==> src/rtl/b2xx_reset_pkg.sv <==
// Shared types and width helpers for the B2xx clock-ready / reset sequencer.
package b2xx_reset_pkg;

    typedef enum logic [1:0] {
        WAIT_LOCK = 2'd0,
        HOLDOFF   = 2'd1,
        RELEASE   = 2'd2,
        RUN       = 2'd3
    } seq_state_t;

    localparam int SYNC_STAGES = 2;

    // Bits needed to hold 0..max_val. Never returns less than one bit.
    function automatic int cnt_width(input int max_val);
        int w;
        w = $clog2(max_val + 1);
        return (w < 1) ? 1 : w;
    endfunction

endpackage

==> src/rtl/b2xx_lock_filter.sv <==
// Lock-input synchronisers, masking and consecutive-low filter.
// o_loss pulses for one cycle after the LOCK_FILTER-th consecutive low sample.
module b2xx_lock_filter
    import b2xx_reset_pkg::*;
#(
    parameter int NUM_LOCKS   = 2,
    parameter int LOCK_FILTER = 4
) (
    input  logic                 bus_clk,
    input  logic                 reset_global,
    input  logic [NUM_LOCKS-1:0] i_locked_in,
    input  logic [NUM_LOCKS-1:0] i_lock_mask,
    output logic                 o_all_locked,
    output logic                 o_loss
);

    localparam int            FW        = cnt_width(LOCK_FILTER);
    localparam logic [FW-1:0] FILT_LAST = FW'(LOCK_FILTER - 1);
    localparam logic [FW-1:0] FILT_MAX  = FW'(LOCK_FILTER);
    localparam logic [FW-1:0] FILT_ONE  = FW'(1);

    logic [NUM_LOCKS-1:0] r_sync [SYNC_STAGES];
    logic [FW-1:0]        r_low_cnt;
    logic                 r_loss;
    logic                 w_all_locked;

    // Two-flop synchroniser per lock input
    always_ff @(posedge bus_clk or posedge reset_global) begin
        if (reset_global) begin
            r_sync[0] <= {NUM_LOCKS{1'b0}};
            r_sync[1] <= {NUM_LOCKS{1'b0}};
        end else begin
            r_sync[0] <= i_locked_in;
            r_sync[1] <= r_sync[0];
        end
    end

    assign w_all_locked = &(r_sync[1] | ~i_lock_mask);

    // Count consecutive lows; saturate so a long outage reports a single loss
    always_ff @(posedge bus_clk or posedge reset_global) begin
        if (reset_global) begin
            r_low_cnt <= {FW{1'b0}};
            r_loss    <= 1'b0;
        end else if (w_all_locked) begin
            r_low_cnt <= {FW{1'b0}};
            r_loss    <= 1'b0;
        end else begin
            if (r_low_cnt != FILT_MAX) begin
                r_low_cnt <= r_low_cnt + FILT_ONE;
            end
            r_loss <= (r_low_cnt == FILT_LAST);
        end
    end

    assign o_all_locked = w_all_locked;
    assign o_loss       = r_loss;

endmodule

==> src/rtl/b2xx_reset_sequencer.sv <==
// Waits for qualified PLL/MMCM lock, holds off, then releases the domain resets in
// ascending order; a filtered lock loss or soft reset re-asserts them all and restarts.
module b2xx_reset_sequencer
    import b2xx_reset_pkg::*;
#(
    parameter int NUM_LOCKS      = 2,
    parameter int NUM_DOMAINS    = 3,
    parameter int HOLDOFF_CYCLES = 65536,
    parameter int GAP_CYCLES     = 16,
    parameter int LOCK_FILTER    = 4,
    parameter int CNT_WIDTH      = 8
) (
    input  logic                   bus_clk,
    input  logic                   reset_global,
    input  logic [NUM_LOCKS-1:0]   i_locked_in,
    input  logic [NUM_LOCKS-1:0]   i_lock_mask,
    input  logic                   i_soft_reset,
    input  logic                   i_clear_status,
    output logic [NUM_DOMAINS-1:0] o_rst_out,
    output logic                   o_clocks_ready,
    output logic [1:0]             o_state,
    output logic                   o_lock_lost,
    output logic [CNT_WIDTH-1:0]   o_relock_count
);

    localparam int            HW        = cnt_width(HOLDOFF_CYCLES);
    localparam int            GW        = cnt_width(GAP_CYCLES);
    localparam int            DW        = cnt_width(NUM_DOMAINS - 1);
    localparam logic [HW-1:0] HOLD_LAST = HW'(HOLDOFF_CYCLES - 1);
    localparam logic [HW-1:0] HOLD_ONE  = HW'(1);
    localparam logic [GW-1:0] GAP_LAST  = GW'(GAP_CYCLES - 1);
    localparam logic [GW-1:0] GAP_ONE   = GW'(1);
    localparam logic [DW-1:0] DOM_LAST  = DW'(NUM_DOMAINS - 1);
    localparam logic [DW-1:0] DOM_ONE   = DW'(1);
    localparam logic [CNT_WIDTH-1:0] RC_ONE = CNT_WIDTH'(1);

    seq_state_t             r_state;
    seq_state_t             w_state_nxt;
    logic [HW-1:0]          r_hold_cnt,  w_hold_cnt_nxt;
    logic [GW-1:0]          r_gap_cnt,   w_gap_cnt_nxt;
    logic [DW-1:0]          r_dom_idx,   w_dom_idx_nxt;
    logic [NUM_DOMAINS-1:0] r_rst_out,   w_rst_nxt;
    logic                   r_clocks_ready;
    logic                   r_lock_lost;
    logic [CNT_WIDTH-1:0]   r_relock_count;

    logic w_all_locked;
    logic w_loss;
    logic w_loss_event;
    logic w_restart;

    b2xx_lock_filter #(
        .NUM_LOCKS   (NUM_LOCKS),
        .LOCK_FILTER (LOCK_FILTER)
    ) u_lock_filter (
        .bus_clk      (bus_clk),
        .reset_global (reset_global),
        .i_locked_in  (i_locked_in),
        .i_lock_mask  (i_lock_mask),
        .o_all_locked (w_all_locked),
        .o_loss       (w_loss)
    );

    // A filtered loss only counts once the sequence has started releasing;
    // before that the raw lock check in HOLDOFF already handles dropouts.
    assign w_loss_event = w_loss & ((r_state == RELEASE) | (r_state == RUN));
    assign w_restart    = i_soft_reset | w_loss_event;

    // Next-state and next-output logic
    always_comb begin
        w_state_nxt    = r_state;
        w_hold_cnt_nxt = r_hold_cnt;
        w_gap_cnt_nxt  = r_gap_cnt;
        w_dom_idx_nxt  = r_dom_idx;
        w_rst_nxt      = r_rst_out;
        if (w_restart) begin
            w_state_nxt    = WAIT_LOCK;
            w_hold_cnt_nxt = {HW{1'b0}};
            w_gap_cnt_nxt  = {GW{1'b0}};
            w_dom_idx_nxt  = {DW{1'b0}};
            w_rst_nxt      = {NUM_DOMAINS{1'b1}};
        end else begin
            case (r_state)
                WAIT_LOCK: begin
                    w_rst_nxt      = {NUM_DOMAINS{1'b1}};
                    w_hold_cnt_nxt = {HW{1'b0}};
                    if (w_all_locked) begin
                        w_state_nxt = HOLDOFF;
                    end else begin
                        w_state_nxt = WAIT_LOCK;
                    end
                end
                HOLDOFF: begin
                    if (!w_all_locked) begin
                        w_state_nxt    = WAIT_LOCK;
                        w_hold_cnt_nxt = {HW{1'b0}};
                    end else if (r_hold_cnt == HOLD_LAST) begin
                        w_rst_nxt[0]  = 1'b0;
                        w_gap_cnt_nxt = {GW{1'b0}};
                        w_dom_idx_nxt = DOM_ONE;
                        if (NUM_DOMAINS == 1) begin
                            w_state_nxt = RUN;
                        end else begin
                            w_state_nxt = RELEASE;
                        end
                    end else begin
                        w_hold_cnt_nxt = r_hold_cnt + HOLD_ONE;
                    end
                end
                RELEASE: begin
                    if (r_gap_cnt == GAP_LAST) begin
                        w_rst_nxt[r_dom_idx] = 1'b0;
                        w_gap_cnt_nxt        = {GW{1'b0}};
                        if (r_dom_idx == DOM_LAST) begin
                            w_state_nxt = RUN;
                        end else begin
                            w_dom_idx_nxt = r_dom_idx + DOM_ONE;
                        end
                    end else begin
                        w_gap_cnt_nxt = r_gap_cnt + GAP_ONE;
                    end
                end
                RUN: begin
                    w_rst_nxt   = {NUM_DOMAINS{1'b0}};
                    w_state_nxt = RUN;
                end
                default: begin
                    w_state_nxt = WAIT_LOCK;
                    w_rst_nxt   = {NUM_DOMAINS{1'b1}};
                end
            endcase
        end
    end

    // Sequencer state and registered reset outputs
    always_ff @(posedge bus_clk or posedge reset_global) begin
        if (reset_global) begin
            r_state        <= WAIT_LOCK;
            r_hold_cnt     <= {HW{1'b0}};
            r_gap_cnt      <= {GW{1'b0}};
            r_dom_idx      <= {DW{1'b0}};
            r_rst_out      <= {NUM_DOMAINS{1'b1}};
            r_clocks_ready <= 1'b0;
        end else begin
            r_state        <= w_state_nxt;
            r_hold_cnt     <= w_hold_cnt_nxt;
            r_gap_cnt      <= w_gap_cnt_nxt;
            r_dom_idx      <= w_dom_idx_nxt;
            r_rst_out      <= w_rst_nxt;
            r_clocks_ready <= (w_state_nxt == RUN);
        end
    end

    // Loss bookkeeping: a set beats a simultaneous clear; the count saturates
    always_ff @(posedge bus_clk or posedge reset_global) begin
        if (reset_global) begin
            r_lock_lost    <= 1'b0;
            r_relock_count <= {CNT_WIDTH{1'b0}};
        end else begin
            if (w_loss_event) begin
                r_lock_lost <= 1'b1;
            end else if (i_clear_status) begin
                r_lock_lost <= 1'b0;
            end
            if (w_loss_event && (r_relock_count != {CNT_WIDTH{1'b1}})) begin
                r_relock_count <= r_relock_count + RC_ONE;
            end
        end
    end

    assign o_rst_out      = r_rst_out;
    assign o_clocks_ready = r_clocks_ready;
    assign o_state        = r_state;
    assign o_lock_lost    = r_lock_lost;
    assign o_relock_count = r_relock_count;

endmodule

==> config.mk <==
export PLATFORM = sky130hd
export DESIGN_NAME = b2xx_reset_sequencer
export DESIGN_NICKNAME = d
export VERILOG_FILES = /design/src/rtl/b2xx_reset_pkg.sv /design/src/rtl/b2xx_lock_filter.sv /design/src/rtl/b2xx_reset_sequencer.sv
export SDC_FILE = /design/constraint.sdc
export NUM_CORES = 1
export LEC_CHECK = 0
export ABC_AREA = 1
export ABC_CLOCK_PERIOD_IN_PS = 6350
export BUFFER_PORTS_ARGS = -buffer_cell sky130_fd_sc_hd__buf_4
export CORE_UTILIZATION = 60
export DETAILED_ROUTE_END_ITERATION = 8
export PLACE_DENSITY = 0.8
export SLEW_MARGIN = 20
export SYNTH_ARGS = -nofsm -noshare
export SYNTH_HDL_FRONTEND = slang
export SYNTH_SLANG_ARGS = --single-unit
==> constraint.sdc <==
create_clock -name bus_clk -period 6.35 [get_ports bus_clk]
set_input_delay 1.27 -clock bus_clk [delete_from_list [all_inputs] [get_ports bus_clk]]
set_output_delay 1.27 -clock bus_clk [all_outputs]
set_load 0.01 [all_outputs]
Yosys cells after proc, flatten, opt, wreduce, memory -nomap -nowiden
Index checks and enable logic that the tools add are counted.
Operators by class
  $add $sub $neg: 5
  order comparisons: 2
  equality and inequality tests: 15
  muxes and demuxes: 35
  bitwise operators: 7
  reductions and logical operators: 14
Operators with widths (count)
  2-to-1 mux 17 bit: 3
  case mux 17 bit (2 select lines): 1
  2-to-1 mux 2 bit: 10
  2-to-1 mux 5 bit: 4
  adder 17 x 1 -> 17 bit, second input constant: 1
  == test 17 x 16 -> 1 bit, second input constant: 1
  2-to-1 mux 3 bit: 4
  inequality test 3 bit, second input constant: 4
  case mux 5 bit (2 select lines): 1
  adder 8 x 1 -> 8 bit, second input constant: 1
  == test 2 bit, second input constant: 4
  inequality test 8 bit, second input constant: 1
  case mux 2 bit (4 select lines): 1
  2-to-1 mux 1 bit: 7
  case mux 2 bit (3 select lines): 1
  AND reduction 2 bit: 3
  AND reduction 3 bit: 2
  nonzero test 3 bit: 2
  adder 5 x 1 -> 5 bit, second input constant: 1
  == test 5 x 4 -> 1 bit, second input constant: 1
  AND reduction 5 bit: 1
  inequality test 4 bit, second input constant: 1
  case mux 1 bit (4 select lines): 1
  case mux 2 bit (2 select lines): 1
  18 further kinds: 21
Storage, ports and cells
  flip-flop bits (word level): 47
  output and inout bits: 15

Logic depth before layout (Yosys ltp)
Gate-level depths: netlist (run 1).
  depth in word-level cells: 9
  gate-level depth with buffers: 13

By module
Synthesis (run 1) repeated with hierarchy kept, for this count alone.
Second synthesis, totals
  cells, all modules: 358
  area total of the unflattened synthesis: 2849.0 µm²
By module, submodules not included
  b2xx_reset_sequencer: instances 1, cells an instance 322, area each 2509.9 µm²
  b2xx_lock_filter: instances 1, cells an instance 36, area each 339.1 µm²

Least setup slack after synthesis (run 1)
Ideal clock, no wire load.
  path type: in2reg
  from: in i_lock_mask[0]
  to: reg r_hold_cnt[7]
  library setup time: 126 ps
  arrival time: 2096 ps
  data required time: 6224 ps
  slack: 4128 ps
  cell stages on the path: 9
  buffers on the path: 1
  cells stage by stage: nand2_1 nand2_2 inv_2 nand2_1 nor2_1 nor2_4 buf_6 nand3_1 o21ai_0
Between the ends
  longest elaborated chain between the ends: 6
  elaborated cells between the ends (all ways): 8
RTL lines
  start: declaration: line b2xx_reset_sequencer.sv:16  | input logic [NUM_LOCKS-1:0] i_lock_mask,
  NOT 2 bit (*): line b2xx_lock_filter.sv:38  | assign w_all_locked = &(r_sync[1] | ~i_lock_mask);
  bitwise OR 2 bit (*): line b2xx_lock_filter.sv:38
  AND reduction 2 bit (*): line b2xx_lock_filter.sv:38
  2-to-1 mux 17 bit: line b2xx_reset_sequencer.sv:94  | if (!w_all_locked) begin
  case mux 17 bit (2 select lines): line b2xx_reset_sequencer.sv:83  | case (r_state)
  2-to-1 mux 17 bit: line b2xx_reset_sequencer.sv:76  | if (w_restart) begin
  end signal: assignment: line b2xx_reset_sequencer.sv:139  | r_hold_cnt <= {HW{1'b0}};
  end signal: assignment: line b2xx_reset_sequencer.sv:146  | r_hold_cnt <= w_hold_cnt_nxt;
  end: declaration: line b2xx_reset_sequencer.sv:39  | logic [HW-1:0] r_hold_cnt, w_hold_cnt_nxt;
Every way passes the cells marked *; elsewhere a longest branch is shown, timed or not.
A chain may end at the register's enable or synchronous reset.

Final worst setup path (run 1)
  from: reg r_hold_cnt[0]
  to: reg r_hold_cnt[11]
Between the ends
  longest elaborated chain between the ends: 5
  elaborated cells between the ends (all ways): 8
RTL lines
  adder 17 x 1 -> 17 bit: line b2xx_reset_sequencer.sv:107  | w_hold_cnt_nxt = r_hold_cnt + HOLD_ONE;
  2-to-1 mux 17 bit: line b2xx_reset_sequencer.sv:97  | end else if (r_hold_cnt == HOLD_LAST) begin
  2-to-1 mux 17 bit: line b2xx_reset_sequencer.sv:94
  case mux 17 bit (2 select lines): line b2xx_reset_sequencer.sv:83
  2-to-1 mux 17 bit: line b2xx_reset_sequencer.sv:76
Several ways; a longest one is shown, not always the timed one. The select of a mux whose other input is x is not followed.

==> impl_metrics.py, run 1 <==
metrics = {
    "hold_path": {
        "min_path_cells": 0,
        "hold_end": "u_lock_filter.r_sync[1]$_DFF_PP0_",
        "hold_path_class": "reg2reg",
        "min_from": "u_lock_filter.r_sync[3]$_DFF_PP0_",
    },
    "routing": {
        "wire_per_inst_um": 12.7,
        "drc": 0,
        "first_pass_iters": 4,
        "wl_um": 5310,
        "drtAntennaViolNets": 0,
        "vias": 2227,
        "avgViaCountPerCell": 5.33,
        "drt-initial-drc-count": 167,
    },
    "pwr": {
        "leakagePower_nw": 1.45,
        "irDropWorstVdd_v": 0.000115,
        "sw_frac_of_total_pct": 25.3,
        "p_comb_share_pct": 9.4,
        "p_int_uw": 413,
        "design_power_total_uw": 552,
        "seqPwrFrac_pct": 56.4,
        "p_switching_uw": 140,
        "power_density_nw_per_um2": 185,
        "p_clk_share_pct": 34.1,
    },
    "worst_setup_path": {
        "regToRegEndpoint": "r_hold_cnt[11]$_DFFE_PP0P_",
        "cp_common_cell": "nor2_1",
        "regToRegSetupSlack_ns": 3.84,
        "critPathSlowestCell": "dfrtp_1",
        "cp.arrival_ns": 2.74,
        "slowest_delay_ns": 0.47,
        "cp_data_required_time_ns": 6.58,
        "critPathKind": "reg2reg",
        "cp.depth": 12,
        "cpLargestDelayFamily": "simple AND/OR/NAND/NOR gates",
        "worstSetupStartpoint": "r_hold_cnt[0]$_DFFE_PP0P_",
        "worstRegToRegCells": 12,
        "cp_cell_sequence": "ha_1, nand3_1, nor2_1, nand4_1, nor2_1, ha_1, nand3_1, nand2_1, nor2_1, nand2_1, nand2_1, nor2_1",
        "worstReg2RegStart": "r_hold_cnt[0]$_DFFE_PP0P_",
        "cp.buffers_inverters": 0,
        "critPathLaunchType": "flip-flop",
        "critPathMaxFanout": 13,
        "cp-end-kind": "flip-flop",
    },
    "synthesis": {
        "netlist_area_sq_um": 2680,
        "synth_area_leaders": "dfrtp_1 (41%), nand2_1 (12%), ha_1 (7.0%)",
        "synth_compound_area_share_pct": 9.10,
        "yosys.area_share.simple_pct": 29.1,
        "ys_seq_area_share_pct": 44.0,
        "synth_xor_area_share_pct": 2.61,
        "synth_fa_ha_area_share_pct": 7.00,
        "synth.top_cell.area_share_pct": 41.1,
        "syn_nets": 364,
        "synthMuxAreaShare_pct": 0,
        "synth.distinct_cells": 32,
        "synthCells": 341,
        "ys_seq_elements": 47,
        "yosys.area.top_type": "dfrtp_1",
        "synth_warnings": 0,
        "synth_top_family_by_area": "simple AND/OR/NAND/NOR gates",
        "avgSynthCellArea_sq_um": 7.86,
    },
    "clock_network": {
        "cts_hold_buf": 0,
        "clk_latency_ns": 0.29,
        "post_cts.repair.setup_buffers": 0,
        "cts_resized": 0,
        "cts_tree": "done",
        "root_buffer": "clkbuf_8",
        "cts_buffers": 5,
        "clockBufferDepth": 2,
        "cts.sinks": 47,
        "clk_pin_slew_worst_paths_ns": 0.09,
        "h-tree-depth": 2,
    },
    "cells_and_area": {
        "nets": 390,
        "final_util_pct": 71.9,
        "n_antenna_cell": 0,
        "syn_to_final_growth_pct": 11.1,
        "stdcell_area_sq_um": 2980,
        "drive_above_1_share_pct": 15.5,
    },
    "timing": {
        "setup-tns-final_ns": 0,
        "hold_violations": 0,
        "rsz0062_at_grt": "no",
        "slew_viol_final": 0,
        "skew_ns": 0.00345,
        "fmaxAchievable_mhz": 398,
        "tightest_slew_ns": 0.800,
        "min_period_ns": 2.51,
        "setup_ws_ns": 3.84,
        "layout_worst_path_cycle_share_pct": 39.6,
        "setup_viol": 0,
        "maxSlewHeadroom_pct": 46.6,
    },
    "die": {
        "initial_utilization_pct": 64.7,
        "pin_count": 23,
        "dieHeight_um": 68.8,
        "core.rowCount": 23,
        "die_area_sq_um": 4740,
        "chipWidth_um": 68.8,
        "design.core.area_sq_um": 4140,
    },
    "global_routing": {
        "grtUsageMet2_pct": 45.6,
        "use_met1_pct": 32.9,
        "grt_max_degree": 48,
        "grt-busiest-layer": "met2",
        "grtUsageMet3_pct": 4.77,
        "grt.overflow.total": 0,
        "grt.total_usage_pct": 25.9,
        "grt_pass1_vias": 2099,
        "antenna_found_initial": 0,
        "grt_pass1_wl_um": 9050,
    },
    "placement": {
        "pre_cts_slack_ns": 3.57,
        "dpl_cell_area_sq_um": 2880,
        "gp_congestion": 0.832,
        "port-buffer-count": 22,
        "place_hpwl_um": 3880,
    },
    "run_status": {
        "status": "finished clean",
    },
    "run": {
        "drv_cap": 0,
    },
}
cell usage in the layout (no fill, tap or decap), types with 7 or more instances in the layout:
| cell | count |
|---|---|
| buf_4 | 22 |
| nand4_1 | 8 |
| inv_1 | 45 |
| nand2_1 | 84 |
| ha_1 | 15 |
| nor2_2 | 7 |
| nand3_1 | 32 |
| o21ai_0 | 17 |
| a21oi_1 | 13 |
| nor2_1 | 31 |
| dfrtp_1 | 44 |
power by group through the flow:
stage                     sequential, mW  clock [mW]  combinational, mW
after floorplan                    0.317           0             0.0372
after global placement             0.318           0             0.0506
after detailed placement           0.318           0             0.0525
after CTS                          0.312       0.193             0.0527
after global routing               0.314       0.203             0.0601
final                              0.312       0.189             0.0520
flip-flops by register name (all words and copies together) (netlist names):
name,count
r_hold_cnt,17
r_dom_idx,2
u_lock_filter.r_sync,4
u_lock_filter.r_low_cnt,3
o_clocks_ready,1
o_relock_count,8
o_lock_lost,1
r_gap_cnt,5
u_lock_filter.o_loss,1
o_rst_out,3
o_state,2
layer usage:
layer	vias to the layer above	wire, um
met5	-	0
met3	5	231
li1	1141	-
met4	0	52
met2	56	2530
met1	1025	2500
synth_stat cells:
| library cell | instances |
|---|---|
| inv_1 | 46 |
| a21oi_2 | 2 |
| nand3_2 | 1 |
| dfrtp_1 | 44 |
| buf_6 | 1 |
| a31oi_1 | 1 |
| o21ai_2 | 1 |
| xor2_1 | 2 |
| nand3_1 | 32 |
| a21oi_1 | 13 |
| nor2_1 | 31 |
| nor3_1 | 3 |
| or2_2 | 1 |
| o211ai_1 | 1 |
| o21bai_1 | 2 |
| nand2_2 | 3 |
| o21ai_0 | 17 |
| dfstp_2 | 3 |
| nor2_4 | 2 |
| a21boi_1 | 1 |
| nor2_2 | 7 |
| o22ai_1 | 1 |
| ha_1 | 15 |
| a21o_1 | 1 |
| nand2_4 | 2 |
| nand4_1 | 8 |
| inv_2 | 5 |
| buf_4 | 2 |
| nand2_1 | 84 |
| xnor2_1 | 6 |
| o21ai_1 | 2 |
| o31ai_1 | 1 |
worst reg2reg max path, cell delays in order (launching register included):
cell and delay [ns]:
dfrtp_1 0.47, ha_1 0.22, nand3_1 0.14, nor2_1 0.21, nand4_1 0.16, nor2_1 0.23
ha_1 0.24, nand3_1 0.11, nand2_1 0.38, nor2_1 0.08, nand2_1 0.07, nand2_1 0.04
nor2_1 0.08
metrics by stage:
step,cells,hold WS [ns]
after floorplan,341,0.331
after global placement,410,0.335
after detailed placement,410,0.340
after CTS,418,0.360
after global routing,418,0.363
final,418,0.356
final cells by class:
cell class,instances,area [sq um]
clock buffer,7,86.3
multi-input combinational,240,1280
sequential,47,1180
inverter,51,193
fill,347,1170
tap,50,62.6
clock inverter,1,8.76
timing repair buffer,22,165
how the worst max path moves through the flow:
stage / endpoint / slack [ns]
2_1_floorplan: o_clocks_ready$_DFF_PP0_ / 3.97
3_3_place_gp: r_hold_cnt[11]$_DFFE_PP0P_ / 3.68
3_5_place_dp: r_hold_cnt[11]$_DFFE_PP0P_ / 3.57
4_1_cts: r_hold_cnt[11]$_DFFE_PP0P_ / 3.83
5_1_grt: r_hold_cnt[11]$_DFFE_PP0P_ / 3.59
6_report: r_hold_cnt[11]$_DFFE_PP0P_ / 3.84
cell families (layout without fill, tap and decap cells):
family	after synthesis	after routing
fa+ha+maj	15	15
xor+xnor	8	8
buf+inv	54	81
flops	47	47
compound gates	43	43
simple gates	174	174
(Power assumes the default switching activity.)
==> run 2, diff against run 1 <==
--- a/config.mk
+++ b/config.mk
@@ -6,11 +6,11 @@
 export NUM_CORES = 1
 export LEC_CHECK = 0
 export ABC_AREA = 1
-export ABC_CLOCK_PERIOD_IN_PS = 6350
+export ABC_CLOCK_PERIOD_IN_PS = 2200
 export BUFFER_PORTS_ARGS = -buffer_cell sky130_fd_sc_hd__buf_4
-export CORE_UTILIZATION = 60
+export CORE_UTILIZATION = 54
 export DETAILED_ROUTE_END_ITERATION = 8
-export PLACE_DENSITY = 0.8
+export PLACE_DENSITY = 0.76
 export SLEW_MARGIN = 20
 export SYNTH_ARGS = -nofsm -noshare
 export SYNTH_HDL_FRONTEND = slang
==> constraint.sdc (replaced) <==
create_clock -name bus_clk -period 2.2 [get_ports bus_clk]
set_input_delay 0.44 -clock bus_clk [delete_from_list [all_inputs] [get_ports bus_clk]]
set_output_delay 0.44 -clock bus_clk [all_outputs]
set_load 0.01 [all_outputs]
==> impl_metrics.py, run 2 (synthesis results as in run 1) <==
metrics = {
    "worst_setup_path": {
        "cp-end-kind": "flip-flop",
        "cp.arrival_ns": 2.26,
        "cp_data_required_time_ns": 2.40,
        "cp_cell_sequence": "ha_1, nand3_1, nor2_2, nand4_1, nor2_2, ha_1, nand3_1, nor2_2, nor2_4, o21ai_0, nand2_1, inv_1",
        "worstRegToRegCells": 12,
        "critPathMaxFanout": 18,
        "cp_common_cell": "nor2_2",
        "worstReg2RegStart": "r_hold_cnt[0]$_DFFE_PP0P_",
        "slowest_delay_ns": 0.39,
        "regToRegEndpoint": "r_hold_cnt[10]$_DFFE_PP0P_",
        "critPathLaunchType": "flip-flop",
        "critPathKind": "reg2reg",
        "regToRegSetupSlack_ns": 0.14,
        "critPathSlowestCell": "dfrtp_1",
    },
    "routing": {
        "first_pass_iters": 5,
        "wire_per_inst_um": 12.4,
        "drtAntennaViolNets": 0,
        "drt-initial-drc-count": 185,
        "vias": 2292,
        "drc": 0,
        "avgViaCountPerCell": 5.16,
        "wl_um": 5520,
    },
    "hold_path": {
        "hold_path_class": "in2async",
    },
    "cells_and_area": {
        "largest_reg_flops": 17,
        "post_layout_nonfiller_instances": 444,
        "layout_common_cells": "nand2_1 (84), inv_1 (45), dfrtp_1 (44)",
        "final_common_cell": "nand2_1",
        "drive_above_1_share_pct": 18.6,
        "syn_to_final_growth_pct": 16.5,
        "n_antenna_cell": 0,
        "top_register": "r_hold_cnt",
        "nets": 399,
        "final_util_pct": 65.7,
    },
    "pwr": {
        "irDropWorstVdd_v": 0.000289,
        "p_switching_uw": 415,
        "power_density_nw_per_um2": 580,
        "p_int_mw": 1.40,
        "sw_frac_of_total_pct": 22.9,
        "design_power_total_mw": 1.81,
        "leakagePower_nw": 1.51,
        "p_clk_share_pct": 41.4,
        "p_comb_share_pct": 9.0,
        "seqPwrFrac_pct": 49.6,
    },
    "global_routing": {
        "use_met1_pct": 31.0,
        "grt.total_usage_pct": 24.5,
        "antenna_found_initial": 0,
        "grt_max_degree": 19,
        "grt_pass1_vias": 2301,
        "grt-busiest-layer": "met2",
        "grt_pass1_wl_um": 9900,
        "grtUsageMet3_pct": 4.31,
        "grtUsageMet2_pct": 41.7,
        "grt.overflow.total": 0,
    },
    "placement": {
        "gp_congestion": 0.895,
        "placed_cells": 434,
        "port-buffer-count": 22,
        "place_hpwl_um": 4060,
        "pre_cts_slack_ns": 0.128,
    },
    "timing": {
        "skew_ns": 0.00804,
        "min_period_ns": 2.06,
        "slew_viol_final": 0,
        "tightest_slew_ns": 0.388,
        "fmaxAchievable_mhz": 485,
        "setup_viol": 0,
        "setup-tns-final_ns": 0,
        "layout_worst_path_cycle_share_pct": 93.7,
        "setup_ws_ns": 0.139,
        "maxSlewHeadroom_pct": 74.0,
        "hold_violations": 0,
    },
    "clock_network": {
        "clk_latency_ns": 0.31,
        "clk_pin_slew_worst_paths_ns": 0.09,
        "root_buffer": "clkbuf_8",
        "cts_tree": "done",
        "cts_buffers": 5,
        "clockBufferDepth": 2,
        "cts.sinks": 47,
        "h-tree-depth": 2,
    },
    "die": {
        "design.core.area_sq_um": 4750,
        "die_area_sq_um": 5250,
        "pin_count": 23,
        "core.rowCount": 25,
        "initial_utilization_pct": 56.4,
        "dieHeight_um": 72.5,
        "chipWidth_um": 72.5,
    },
    "run_status": {
        "status": "finished clean",
    },
    "run": {
        "drv_cap": 0,
    },
}
## run 2: layout make-up
| class | instances | area [sq um] |
|---|---|---|
| inverter | 51 | 191 |
| timing repair buffer | 31 | 236 |
| fill | 418 | 1630 |
| multi-input combinational | 240 | 1300 |
| tap | 67 | 83.8 |
| clock inverter | 2 | 60.1 |
| clock buffer | 6 | 72.6 |
| sequential | 47 | 1180 |
## run 2: per-stage QoR
| stage | hold WS, ns | area, sq um |
|---|---|---|
| after floorplan | 0.331 | 2680 |
| after global placement | 0.334 | 2960 |
| after detailed placement | 0.336 | 2960 |
| after CTS | 0.0937 | 3090 |
| after global routing | 0.112 | 3120 |
| final | 0.0918 | 3120 |
## run 2: worst max-delay path by stage
stage | start | to | cells past startpoint
floorplan | r_hold_cnt[0]$_DFFE_PP0P_ | r_hold_cnt[7]$_DFFE_PP0P_ | 12
global placement | r_hold_cnt[0]$_DFFE_PP0P_ | r_hold_cnt[10]$_DFFE_PP0P_ | 12
detailed placement | r_hold_cnt[1]$_DFFE_PP0P_ | r_hold_cnt[14]$_DFFE_PP0P_ | 13
CTS | r_hold_cnt[1]$_DFFE_PP0P_ | r_hold_cnt[14]$_DFFE_PP0P_ | 13
global route | r_hold_cnt[1]$_DFFE_PP0P_ | r_hold_cnt[11]$_DFFE_PP0P_ | 13
finish | r_hold_cnt[0]$_DFFE_PP0P_ | r_hold_cnt[10]$_DFFE_PP0P_ | 12
## run 2: power groups by stage
stage	Sequential, mW	Clock, mW	Combinational [mW]
global route	0.902	0.813	0.188
detailed placement	0.916	0	0.161
floorplan	0.916	0	0.107
CTS	0.899	0.770	0.162
finish	0.899	0.750	0.162
global placement	0.915	0	0.159
## run 2: metal layers
layer | vias to the layer above | share of wire, %
li1 | 1157 | -
met1 | 1083 | 45
met2 | 45 | 50
met3 | 7 | 3.9
met4 | 0 | 1.2
met5 | - | 0
## run 2: timing repair
| item | CTS | global route |
|---|---|---|
| endpoints found under the setup margin | 0 | 24 |
| hold endpoints to repair | 0 | 0 |
| setup buffers | 0 | 2 |
| gates resized for setup | 0 | 6 |
| hold buffers | 0 | 0 |
## run 2: critical path: cells and delay by family, from the launching register on
family	cells	cell delay, ns
AND/OR/NAND/NOR	8	0.95
flip-flops	1	0.39
AO/OA/AOI/OAI	1	0.15
buffers and inverters	1	0.04
adder cells (fa/ha/maj)	2	0.42
==> run 3, diff against run 2 <==
--- a/config.mk
+++ b/config.mk
@@ -11,6 +11,7 @@
 export CORE_UTILIZATION = 54
 export DETAILED_ROUTE_END_ITERATION = 8
 export PLACE_DENSITY = 0.76
+export RECOVER_POWER = 100
 export SLEW_MARGIN = 20
 export SYNTH_ARGS = -nofsm -noshare
 export SYNTH_HDL_FRONTEND = slang
==> impl_metrics.py, run 3 (synthesis results as in run 1) <==
metrics = {
    "routing": {
        "vias": 2284,
        "drc": 0,
        "wire_per_inst_um": 12.4,
        "wl_met3_um": 213,
        "first_pass_iters": 5,
        "avgViaCountPerCell": 5.14,
        "met1Wirelength_um": 2440,
        "drt-initial-drc-count": 188,
        "drtAntennaViolNets": 0,
        "wl_met2_um": 2790,
        "wl_um": 5510,
        "maxUsedRoutingLayer": "met4",
    },
    "placement": {
        "gp_congestion": 0.895,
        "place_hpwl_um": 4060,
        "port-buffer-count": 22,
    },
    "timing": {
        "slew_viol_final": 0,
        "tightest_slew_ns": 0.855,
        "hold_violations": 0,
        "layout_worst_path_cycle_share_pct": 93.6,
        "setup_viol": 0,
        "skew_ns": 0.00799,
        "min_period_ns": 2.06,
        "maxSlewHeadroom_pct": 43.0,
        "fmaxAchievable_mhz": 486,
    },
    "worst_setup_path": {
        "cp_common_cell": "nor2_2",
        "critPathLaunchType": "flip-flop",
        "slowest_delay_ns": 0.39,
        "worstRegToRegCells": 12,
        "cp_cell_sequence": "ha_1, nand3_1, nor2_2, nand4_1, nor2_2, ha_1, nand3_1, nor2_2, nor2_4, o21ai_0, nand2_1, inv_1",
        "critPathKind": "reg2reg",
        "cp-end-kind": "flip-flop",
        "cp_data_required_time_ns": 2.40,
        "critPathMaxFanout": 18,
        "critPathSlowestCell": "dfrtp_1",
        "cp.arrival_ns": 2.26,
    },
    "pwr": {
        "design_power_total_mw": 1.80,
        "irDropWorstVdd_v": 0.000288,
        "power_density_nw_per_um2": 590,
        "leakagePower_nw": 1.45,
    },
    "clock_network": {
        "cts.sinks": 47,
        "cts_tree": "done",
        "root_buffer": "clkbuf_8",
        "clk_latency_ns": 0.30,
        "clockBufferDepth": 2,
        "cts_buffers": 5,
        "clk_pin_slew_worst_paths_ns": 0.09,
        "h-tree-depth": 2,
        "cts_hold_buf": 0,
    },
    "global_routing": {
        "grt_pass1_wl_um": 9900,
        "grt_max_degree": 19,
        "grt.overflow.total": 0,
        "grt.total_usage_pct": 24.5,
        "antenna_found_initial": 0,
        "grt_pass1_vias": 2301,
    },
    "cells_and_area": {
        "syn_to_final_growth_pct": 13.9,
        "final_common_cell": "nand2_1",
        "final_util_pct": 64.2,
        "largest_reg_flops": 17,
        "layout_common_cells": "nand2_1 (84), inv_1 (46), dfrtp_1 (44)",
        "nets": 399,
        "fillers": 445,
        "top_register": "r_hold_cnt",
        "drive_above_1_share_pct": 13.3,
        "n_antenna_cell": 0,
    },
    "die": {
        "initial_utilization_pct": 56.4,
        "dieHeight_um": 72.5,
        "core.rowCount": 25,
        "die_area_sq_um": 5250,
        "design.core.area_sq_um": 4750,
        "pin_count": 23,
        "chipWidth_um": 72.5,
    },
    "hold_path": {
        "hold_path_class": "in2async",
    },
    "run_status": {
        "status": "finished clean",
    },
    "run": {
        "drv_cap": 0,
    },
}
==> run 3: area by class of cell <==
class | count | area [sq um] | share of cell area, %
Timing Repair Buffer | 31 | 173 | 5.66
Tap cell | 67 | 83.8 | 2.75
Sequential cell | 47 | 1180 | 38.6
Clock inverter | 2 | 60.1 | 1.97
Clock buffer | 6 | 72.6 | 2.38
Inverter | 51 | 191 | 6.27
Multi-Input combinational cell | 240 | 1290 | 42.3
==> run 3: where the power goes <==
group / internal, mW / switching [mW] / leakage (nW)
sequential: 0.886 / 0.0132 / 0.632
clock: 0.454 / 0.293 / 0.0654
combinational: 0.0509 / 0.106 / 0.748
total: 1.39 / 0.412 / 1.45
==> run 3: worst max-delay path, delay by kind of cell (launching register included) <==
family	cells	cell delay (ns)
flops	1	0.39
buf+inv	1	0.04
simple gates	8	0.94
fa+ha+maj	2	0.42
compound gates	1	0.15
==> run 3: through the flow <==
step	instance area, sq um	hold slack (ns)	TNS [ns]	cells	setup slack, ns
after CTS	3090	0.0937	0	442	0.0940
final	3050	0.207	0	444	0.141
after global placement	2960	0.334	0	434	0.254
after detailed placement	2960	0.336	0	434	0.128
after global routing	3050	0.239	-0.0318	444	-0.0207
after floorplan	2680	0.331	0	341	0.206
==> run 3: routing by layer <==
| metal | vias to the layer above | GRT usage [%] |
|---|---|---|
| met4 | 0 | 9.37 |
| li1 | 1156 | - |
| met5 | - | 0 |
| met2 | 45 | 41.7 |
| met1 | 1077 | 31.0 |
| met3 | 6 | 4.31 |
==> run 3: what timing repair did <==
item | 4_1_cts | 5_1_grt
gates resized for setup | 0 | 6
setup buffers | 0 | 2
endpoints found under the setup margin | 0 | 24
==> run 3: path summary, 6_finish.rpt <==
check / slack (ns) / start / end
setup / recovery: 0.14 / r_hold_cnt[0]$_DFFE_PP0P_ / r_hold_cnt[10]$_DFFE_PP0P_
hold / removal: 0.21 / reset_global / o_lock_lost$_DFFE_PP0P_
setup reg to reg: 0.14 / r_hold_cnt[0]$_DFFE_PP0P_ / r_hold_cnt[10]$_DFFE_PP0P_
hold reg to reg: 0.35 / u_lock_filter.r_sync[3]$_DFF_PP0_ / u_lock_filter.r_sync[1]$_DFF_PP0_
max in group asynchronous: 0.82 / reset_global / r_hold_cnt[11]$_DFFE_PP0P_
min in group bus_clk: 0.26 / i_locked_in[1] / u_lock_filter.r_sync[3]$_DFF_PP0_
